<file path="config.mk">
export PLATFORM = sky130hd
export DESIGN_NAME = dyser_recv_collector_flat
export DESIGN_NICKNAME = d
export VERILOG_FILES = /design/src/rtl/dyser_recv_pkg.sv /design/src/rtl/dyser_recv_collector_if.sv /design/src/rtl/recv_fifo.sv /design/src/rtl/dyser_recv_collector.sv /design/src/flat_wrapper.sv
export SDC_FILE = /design/constraint.sdc
export NUM_CORES = 1
export LEC_CHECK = 0
export BUFFER_PORTS_ARGS = -buffer_cell sky130_fd_sc_hd__buf_2
export CORE_MARGIN = 4
export CORE_UTILIZATION = 50
export DETAILED_ROUTE_END_ITERATION = 8
export GPL_ROUTABILITY_DRIVEN = 0
export PLACE_DENSITY = 0.67
export SLEW_MARGIN = 20
export SYNTH_ARGS = -nofsm -noshare
export SYNTH_HDL_FRONTEND = slang
export SYNTH_SLANG_ARGS = --single-unit
</file>
<file path="constraint.sdc">
create_clock -name clk -period 6.6 [get_ports clk]
set_clock_uncertainty 0.15 [all_clocks]
set_input_delay 0.33 -clock clk [delete_from_list [all_inputs] [get_ports clk]]
set_output_delay 0.33 -clock clk [all_outputs]
set_load 0.01 [all_outputs]
</file>
<file path="src/rtl/dyser_recv_pkg.sv">
// Shared definitions for the DySER receive collector: FSM encoding, port-index
// width and default watchdog limit.
package dyser_recv_pkg;

   localparam int PORT_W              = 5;
   localparam int TIMEOUT_CYC_DEFAULT = 1024;

   typedef enum logic [1:0] {
      ST_IDLE  = 2'd0,
      ST_RECV  = 2'd1,
      ST_DRAIN = 2'd2,
      ST_DONE  = 2'd3
   } state_e;

endpackage

</file>
<file path="src/rtl/dyser_recv_collector_if.sv">
// Fabric receive port and host result stream of the collector.
// Handshake: a host beat transfers on a rising clk edge where out_valid and
// out_ready are both 1; out_data/out_last hold steady while out_valid & !out_ready.
interface dyser_recv_collector_if
   import dyser_recv_pkg::*;
#(
   parameter int DW = 32
);
   logic [PORT_W-1:0] recv_port_r0;
   logic [PORT_W-1:0] recv_port_r1;
   logic              recv_en0;
   logic              recv_en1;
   logic              recv_stall;
   logic [DW-1:0]     recv_data_r0;
   logic [DW-1:0]     recv_data_r1;
   logic              out_valid;
   logic              out_ready;
   logic [2*DW-1:0]   out_data;
   logic              out_last;

   modport master (
      output recv_port_r0, recv_port_r1, recv_en0, recv_en1,
      input  recv_stall, recv_data_r0, recv_data_r1,
      output out_valid, out_data, out_last,
      input  out_ready
   );

   modport slave (
      input  recv_port_r0, recv_port_r1, recv_en0, recv_en1,
      output recv_stall, recv_data_r0, recv_data_r1,
      input  out_valid, out_data, out_last,
      output out_ready
   );
endinterface

</file>
<file path="src/rtl/recv_fifo.sv">
// First-word-fall-through FIFO: the head entry is visible the cycle after it is
// written; reading it is combinational. The caller never pushes when full.
module recv_fifo #(
   parameter int W     = 65,
   parameter int DEPTH = 4
) (
   input  logic                     clk,
   input  logic                     rst,
   input  logic                     push,
   input  logic [W-1:0]             wdata,
   input  logic                     pop,
   output logic [W-1:0]             rdata,
   output logic                     empty,
   output logic [$clog2(DEPTH):0]   count
);
   localparam int AW = $clog2(DEPTH);

   logic [W-1:0]  mem_q [DEPTH];
   logic [AW-1:0] wr_ptr_q, wr_ptr_d;
   logic [AW-1:0] rd_ptr_q, rd_ptr_d;
   logic [AW:0]   count_q, count_d;
   logic          do_pop;

   assign empty  = (count_q == '0);
   assign do_pop = pop & ~empty;

   always_comb begin
      wr_ptr_d = wr_ptr_q;
      rd_ptr_d = rd_ptr_q;
      count_d  = count_q;
      if (push)   wr_ptr_d = wr_ptr_q + AW'(1);
      if (do_pop) rd_ptr_d = rd_ptr_q + AW'(1);
      case ({push, do_pop})
         2'b10:   count_d = count_q + (AW+1)'(1);
         2'b01:   count_d = count_q - (AW+1)'(1);
         default: count_d = count_q;
      endcase
   end

   always_ff @(posedge clk or negedge rst) begin
      if (!rst) begin
         wr_ptr_q <= '0;
         rd_ptr_q <= '0;
         count_q  <= '0;
      end else begin
         wr_ptr_q <= wr_ptr_d;
         rd_ptr_q <= rd_ptr_d;
         count_q  <= count_d;
      end
   end

   always_ff @(posedge clk) begin
      if (push) mem_q[wr_ptr_q] <= wdata;
   end

   // Gate the head so stale storage never shows on the bus while empty.
   assign rdata = empty ? '0 : mem_q[rd_ptr_q];
   assign count = count_q;

endmodule

</file>
<file path="src/rtl/dyser_recv_collector.sv">
// Drives the DySER fabric receive ports for a programmed number of beats and
// streams captured result pairs to the host. Optional stall watchdog: DYSER_RECV_TIMEOUT_EN.
module dyser_recv_collector
   import dyser_recv_pkg::*;
#(
   parameter int DW          = 32,
   parameter int DEPTH       = 4,
   parameter int CNT_W       = 16,
   parameter int TIMEOUT_CYC = TIMEOUT_CYC_DEFAULT
) (
   input  logic                   clk,
   input  logic                   rst,
   input  logic                   start,
   input  logic [PORT_W-1:0]      cfg_port0,
   input  logic [PORT_W-1:0]      cfg_port1,
   input  logic                   cfg_dual,
   input  logic [CNT_W-1:0]       cfg_beats,
   dyser_recv_collector_if.master bus,
   output logic                   busy,
   output logic                   run_done,
   output logic                   err,
   output state_e                 dbg_state
);
   localparam int CW = $clog2(DEPTH) + 1;

   if (DEPTH < 2 || (DEPTH & (DEPTH - 1)) != 0 || TIMEOUT_CYC < 1) begin : g_bad_param
      $error("dyser_recv_collector: DEPTH must be a power of two >= 2, TIMEOUT_CYC >= 1");
   end

   state_e            state_q, state_d;
   logic [PORT_W-1:0] port0_q, port0_d;
   logic [PORT_W-1:0] port1_q, port1_d;
   logic              dual_q, dual_d;
   logic [CNT_W-1:0]  beats_q, beats_d;
   logic              err_q, err_d;

   logic [CW-1:0]     fifo_count;
   logic              fifo_empty;
   logic [2*DW:0]     fifo_wdata;
   logic [2*DW:0]     fifo_rdata;
   logic              recv_en0;
   logic              beat_done;
   logic              timeout_hit;

   // A beat is only offered while a FIFO slot is guaranteed, so a stalled beat
   // keeps its enable: the count can only fall while nothing is written.
   assign recv_en0  = (state_q == ST_RECV) && (fifo_count < CW'(DEPTH));
   assign beat_done = recv_en0 & ~bus.recv_stall;

`ifdef DYSER_RECV_TIMEOUT_EN
   localparam int SW = $clog2(TIMEOUT_CYC + 1);
   logic [SW-1:0] stall_cnt_q, stall_cnt_d;

   always_comb begin
      stall_cnt_d = '0;
      timeout_hit = 1'b0;
      if (recv_en0 && bus.recv_stall) begin
         if (stall_cnt_q == SW'(TIMEOUT_CYC - 1)) timeout_hit = 1'b1;
         else                                     stall_cnt_d = stall_cnt_q + SW'(1);
      end
   end

   always_ff @(posedge clk or negedge rst) begin
      if (!rst) stall_cnt_q <= '0;
      else      stall_cnt_q <= stall_cnt_d;
   end
`else
   assign timeout_hit = 1'b0;
`endif

   always_comb begin
      state_d = state_q;
      port0_d = port0_q;
      port1_d = port1_q;
      dual_d  = dual_q;
      beats_d = beats_q;
      err_d   = err_q;
      unique case (state_q)
         ST_IDLE: begin
            if (start) begin
               port0_d = cfg_port0;
               port1_d = cfg_port1;
               dual_d  = cfg_dual;
               beats_d = cfg_beats;
               err_d   = 1'b0;
               state_d = (cfg_beats == '0) ? ST_DONE : ST_RECV;
            end
         end
         ST_RECV: begin
            if (timeout_hit) begin
               err_d   = 1'b1;
               state_d = fifo_empty ? ST_DONE : ST_DRAIN;
            end else if (beat_done) begin
               beats_d = beats_q - CNT_W'(1);
               if (beats_q == CNT_W'(1)) state_d = ST_DRAIN;
            end
         end
         ST_DRAIN: begin
            if (fifo_empty) state_d = ST_DONE;
         end
         ST_DONE: state_d = ST_IDLE;
         default: state_d = ST_IDLE;
      endcase
   end

   always_ff @(posedge clk or negedge rst) begin
      if (!rst) begin
         state_q <= ST_IDLE;
         port0_q <= '0;
         port1_q <= '0;
         dual_q  <= 1'b0;
         beats_q <= '0;
         err_q   <= 1'b0;
      end else begin
         state_q <= state_d;
         port0_q <= port0_d;
         port1_q <= port1_d;
         dual_q  <= dual_d;
         beats_q <= beats_d;
         err_q   <= err_d;
      end
   end

   assign fifo_wdata = {beats_q == CNT_W'(1),
                        dual_q ? bus.recv_data_r1 : {DW{1'b0}},
                        bus.recv_data_r0};

   recv_fifo #(
      .W     (2*DW + 1),
      .DEPTH (DEPTH)
   ) u_fifo (
      .clk   (clk),
      .rst   (rst),
      .push  (beat_done),
      .wdata (fifo_wdata),
      .pop   (bus.out_ready),
      .rdata (fifo_rdata),
      .empty (fifo_empty),
      .count (fifo_count)
   );

   assign bus.recv_port_r0 = port0_q;
   assign bus.recv_port_r1 = port1_q;
   assign bus.recv_en0     = recv_en0;
   assign bus.recv_en1     = recv_en0 & dual_q;
   assign bus.out_valid    = ~fifo_empty;
   assign bus.out_data     = fifo_rdata[2*DW-1:0];
   // After a watchdog abort no stored entry carries the marker; flag the survivor.
   assign bus.out_last     = fifo_rdata[2*DW] |
                             (err_q && state_q == ST_DRAIN && fifo_count == CW'(1));

   assign busy      = (state_q == ST_RECV) || (state_q == ST_DRAIN);
   assign run_done  = (state_q == ST_DONE);
   assign err       = err_q;
   assign dbg_state = state_q;

endmodule

</file>
<file path="src/flat_wrapper.sv">
// flat-port wrapper written by rule: the top's interface ports become plain ports
module dyser_recv_collector_flat import dyser_recv_pkg::*;
#(
   parameter int DW          = 32,
   parameter int DEPTH       = 4,
   parameter int CNT_W       = 16,
   parameter int TIMEOUT_CYC = TIMEOUT_CYC_DEFAULT
)
  (clk, rst, start, cfg_port0, cfg_port1, cfg_dual, cfg_beats, busy, run_done, err, dbg_state, bus_recv_port_r0, bus_recv_port_r1, bus_recv_en0, bus_recv_en1, bus_recv_stall, bus_recv_data_r0, bus_recv_data_r1, bus_out_valid, bus_out_data, bus_out_last, bus_out_ready);
  dyser_recv_collector_if #(.DW(DW)) bus_i ();
  input  logic clk;
  input  logic rst;
  input  logic start;
  input  logic [PORT_W-1:0] cfg_port0;
  input  logic [PORT_W-1:0] cfg_port1;
  input  logic cfg_dual;
  input  logic [CNT_W-1:0] cfg_beats;
  output logic busy;
  output logic run_done;
  output logic err;
  output state_e dbg_state;
  output wire logic [$bits(bus_i.recv_port_r0)-1:0] bus_recv_port_r0;
  output wire logic [$bits(bus_i.recv_port_r1)-1:0] bus_recv_port_r1;
  output wire logic [$bits(bus_i.recv_en0)-1:0] bus_recv_en0;
  output wire logic [$bits(bus_i.recv_en1)-1:0] bus_recv_en1;
  input wire logic [$bits(bus_i.recv_stall)-1:0] bus_recv_stall;
  input wire logic [$bits(bus_i.recv_data_r0)-1:0] bus_recv_data_r0;
  input wire logic [$bits(bus_i.recv_data_r1)-1:0] bus_recv_data_r1;
  output wire logic [$bits(bus_i.out_valid)-1:0] bus_out_valid;
  output wire logic [$bits(bus_i.out_data)-1:0] bus_out_data;
  output wire logic [$bits(bus_i.out_last)-1:0] bus_out_last;
  input wire logic [$bits(bus_i.out_ready)-1:0] bus_out_ready;
  assign bus_recv_port_r0 = bus_i.recv_port_r0;
  assign bus_recv_port_r1 = bus_i.recv_port_r1;
  assign bus_recv_en0 = bus_i.recv_en0;
  assign bus_recv_en1 = bus_i.recv_en1;
  assign bus_i.recv_stall = bus_recv_stall;
  assign bus_i.recv_data_r0 = bus_recv_data_r0;
  assign bus_i.recv_data_r1 = bus_recv_data_r1;
  assign bus_out_valid = bus_i.out_valid;
  assign bus_out_data = bus_i.out_data;
  assign bus_out_last = bus_i.out_last;
  assign bus_i.out_ready = bus_out_ready;
  dyser_recv_collector #(.DW(DW), .DEPTH(DEPTH), .CNT_W(CNT_W), .TIMEOUT_CYC(TIMEOUT_CYC)) u_core (.clk(clk), .rst(rst), .start(start), .cfg_port0(cfg_port0), .cfg_port1(cfg_port1), .cfg_dual(cfg_dual), .cfg_beats(cfg_beats), .bus(bus_i), .busy(busy), .run_done(run_done), .err(err), .dbg_state(dbg_state));
endmodule
</file>
==> results.py <==
metrics = {
    "sta": {
        "fmax_mhz": 286,
        "hold-worst-slack_ns": 0.0242,
        "setup_viol": 0,
        "final-max-slew-violation-count": 0,
        "fin_crit_sh_pct": 52.9,
        "fin_crit_ns": 3.49,
        "tightest_slew_ns": 1.03,
        "slew_headroom_pct": 31.5,
        "fin_setup_tns_ns": 0,
        "hold_viol_final": 0,
        "rsz0062_at_grt": "false",
    },
    "setup_path": {
        "endpoint_kind": "output port",
        "critical-path-max-stage-delay_ns": 0.83,
        "path_max_fanout": 36,
        "ff2ff_path_depth": 4,
        "startpoint_type": "register",
        "cp.required_ns": 6.12,
        "critPathSlowestCell": "dfrtp_4",
        "crit_type": "reg2out",
        "arrival_ns": 3.01,
        "crit_chain": "buf_4 > mux4_2 > and2_1 > buf_2",
    },
    "clock_network": {
        "cts.path.max_buffers": 3,
        "clkLatencyLatePin_ns": 0.53,
        "root_buffer": "clkbuf_16",
        "numCtsBuffers": 29,
        "post_cts_buffers": 0,
        "clock_sinks": 296,
        "cts-htree-levels": 1,
        "cts_tree": "built",
        "path_clk_slew_ns": 0.06,
    },
    "floorplanning": {
        "fp.dieW_um": 164,
        "num_rows": 56,
        "placeableCoreArea_um2": 23800,
        "die_area_um2": 27000,
        "initial_core_util_pct": 51.4,
        "ios": 179,
        "dieHeight_um": 164,
    },
    "synth": {
        "synth_edf_count": 260,
        "netlist.area_leader.share_pct": 64.0,
        "synth_top_flop_cell": "edfxtp_1",
        "ys_seq_area_share_pct": 71.3,
        "synth_cell_types": 58,
        "synth_area_leaders": "edfxtp_1, mux4_2, dfrtp_1, and2_1, ha_1",
        "syn_area_um2": 12200,
        "yosys_warnings": 0,
        "ys_ff_latch": 296,
        "synth_top_area_cell": "edfxtp_1",
        "syn_avg_cell_area_um2": 18.2,
        "synth_cells": 671,
        "async_flop_share_pct": 12.2,
        "syn_nets": 779,
    },
    "grt": {
        "grt_max_degree": 68,
        "grt_pass1_vias": 7229,
        "grt_antenna_before_repair": 1,
        "grtUsageTotal_pct": 19.0,
        "grt_overflow": 0,
        "grt_pass1_wl_um": 39800,
    },
    "routing": {
        "drt-total-wl_um": 25500,
        "vias": 6920,
        "drc_errors": 0,
        "drtIter0Drc": 569,
        "vias_per_cell": 5.50,
        "ant_nets": 0,
        "dr.pass1.iters": 5,
        "routedWlPerCell_um": 20.3,
    },
    "final_layout": {
        "drive_gt1_share_pct": 32.8,
        "mostFrequentLayoutCells": "edfxtp_1, buf_2, and2_1",
        "nNetsFinal": 1026,
        "final_common_cell": "edfxtp_1",
        "syn2layout_area_growth_pct": 22.8,
        "fillers": 1691,
        "n_antenna_cell": 0,
    },
    "min_path": {
        "hp-class": "in2reg",
        "hold_path_depth": 2,
    },
    "power": {
        "power_uw": 6300,
        "power.density_nw_per_um2": 420,
        "power_leakage_uw": 0.00538,
        "vdd.ir_drop.worst_v": 0.000304,
    },
    "place": {
        "port-buffer-count": 177,
        "dp_hpwl_um": 15200,
    },
    "status": {
        "status": "finished, final reports clean",
    },
    "flow_run": {
        "drv_cap": 0,
    },
}
timing repair:
| action | CTS | global route |
|---|---|---|
| hold buffers | 74 | 0 |
| endpoints found under the hold margin | 241 | 0 |
| gates resized for setup | 0 | 0 |
synthesized netlist by cell type, types with 2 or more instances:
| master | number |
|---|---|
| a211oi_2 | 2 |
| a21boi_0 | 2 |
| a21oi_1 | 8 |
| a221o_1 | 2 |
| a221oi_1 | 2 |
| a22oi_1 | 3 |
| and2_1 | 103 |
| buf_2 | 8 |
| buf_4 | 3 |
| buf_6 | 3 |
| clkbuf_1 | 22 |
| dfrtp_1 | 36 |
| edfxtp_1 | 260 |
| ha_1 | 11 |
| inv_1 | 14 |
| mux2_2 | 12 |
| mux2i_1 | 4 |
| mux4_2 | 65 |
| nand2_1 | 13 |
| nand2b_1 | 2 |
| nand3_1 | 4 |
| nand4_1 | 6 |
| nor2_1 | 9 |
| nor2b_1 | 2 |
| nor3_1 | 6 |
| nor4_1 | 7 |
| o2111ai_1 | 2 |
| o211a_1 | 2 |
| o211ai_1 | 2 |
| o21ai_0 | 13 |
| o22ai_1 | 6 |
| o41ai_1 | 3 |
| or3_1 | 4 |
| or4_1 | 2 |
| xnor2_1 | 3 |
| xor2_1 | 3 |
worst max-delay path, delay by kind of cell (launching register included):
kind	cells	cell delay, ns
flip-flops	1	0.83
buffers and inverters	2	0.84
AND/OR/NAND/NOR	1	0.21
multiplexers	1	0.58
cell type report:
cell class,instances,area (um^2),area share (%)
inverter,14,52.6,0.351
multi-input combinational,323,3270,21.8
clock inverter,12,108,0.718
sequential,296,8720,58.2
tap,319,399,2.66
timing repair buffer,254,1650,11.0
clock buffer,41,791,5.28
power breakdown:
| part | switching [uW] | internal, uW |
|---|---|---|
| Combinational | 1040 | 1050 |
| Clock | 646 | 908 |
| Sequential | 319 | 2350 |
| Total | 2000 | 4300 |
sequential cells by signal, indices dropped and copies added (netlist names):
name / flops
u_core.u_fifo.mem_q: 260
u_core.beats_q: 16
u_core.bus.recv_port_r0: 5
u_core.bus.recv_port_r1: 5
u_core.u_fifo.count: 3
u_core.dbg_state: 2
u_core.u_fifo.rd_ptr_q: 2
u_core.u_fifo.wr_ptr_q: 2
u_core.dual_q: 1
routing by layer:
metal  routed length [um]  share of wire [%]  GRT usage, %  vias up
li1                     -                  -             -     3131
met1                10500                 41          26.3     3481
met2                12800                 50          31.8      259
met3                 1660                6.5          3.14       47
met4                  532                2.1          4.80        2
met5                   13              0.051             0        -
stage by stage:
stage	util, %	worst slack, ns	cell area, um^2	std cells
floorplan	-	3.08	12200	671
CTS	63.1	2.90	15000	1259
global route	63.1	2.83	15000	1259
finish	63.1	3.11	15000	1259
global placement	56.2	3.11	13300	1132
detailed placement	56.2	2.91	13300	1132
cells by family (layout without fill, tap and decap cells):
| group | Yosys count | after routing | share of synthesized area (%) |
|---|---|---|---|
| other | 1 | 1 | 0.0307 |
| flip-flops | 296 | 296 | 71.3 |
| XOR/XNOR | 6 | 6 | 0.431 |
| AND/OR/NAND/NOR | 167 | 167 | 8.22 |
| adder cells (fa/ha/maj) | 12 | 12 | 1.29 |
| buffers and inverters | 52 | 321 | 2.00 |
| AO/OA/AOI/OAI | 56 | 56 | 3.27 |
| multiplexers | 81 | 81 | 13.4 |
final timing paths:
path | from | endpoint | slack, ns
max | u_core.u_fifo.rd_ptr_q[0]$_DFFE_PN0P_ | bus_out_data[0] | 3.11
min | bus_recv_data_r1[30] | u_core.u_fifo.mem_q[0][62]$_DFFE_PP_ | 0.02
max reg2reg | u_core.dbg_state[1]$_DFFE_PN0P_ | u_core.u_fifo.mem_q[0][36]$_DFFE_PP_ | 3.20
min reg2reg | u_core.u_fifo.count[1]$_DFFE_PN0P_ | u_core.u_fifo.count[1]$_DFFE_PN0P_ | 0.35
max in group asynchronous | rst | u_core.u_fifo.rd_ptr_q[1]$_DFFE_PN0P_ | 5.43
min in group asynchronous | rst | u_core.beats_q[0]$_DFFE_PN0P_ | 0.27
No activity file was read; power rests on OpenSTA's default activity.
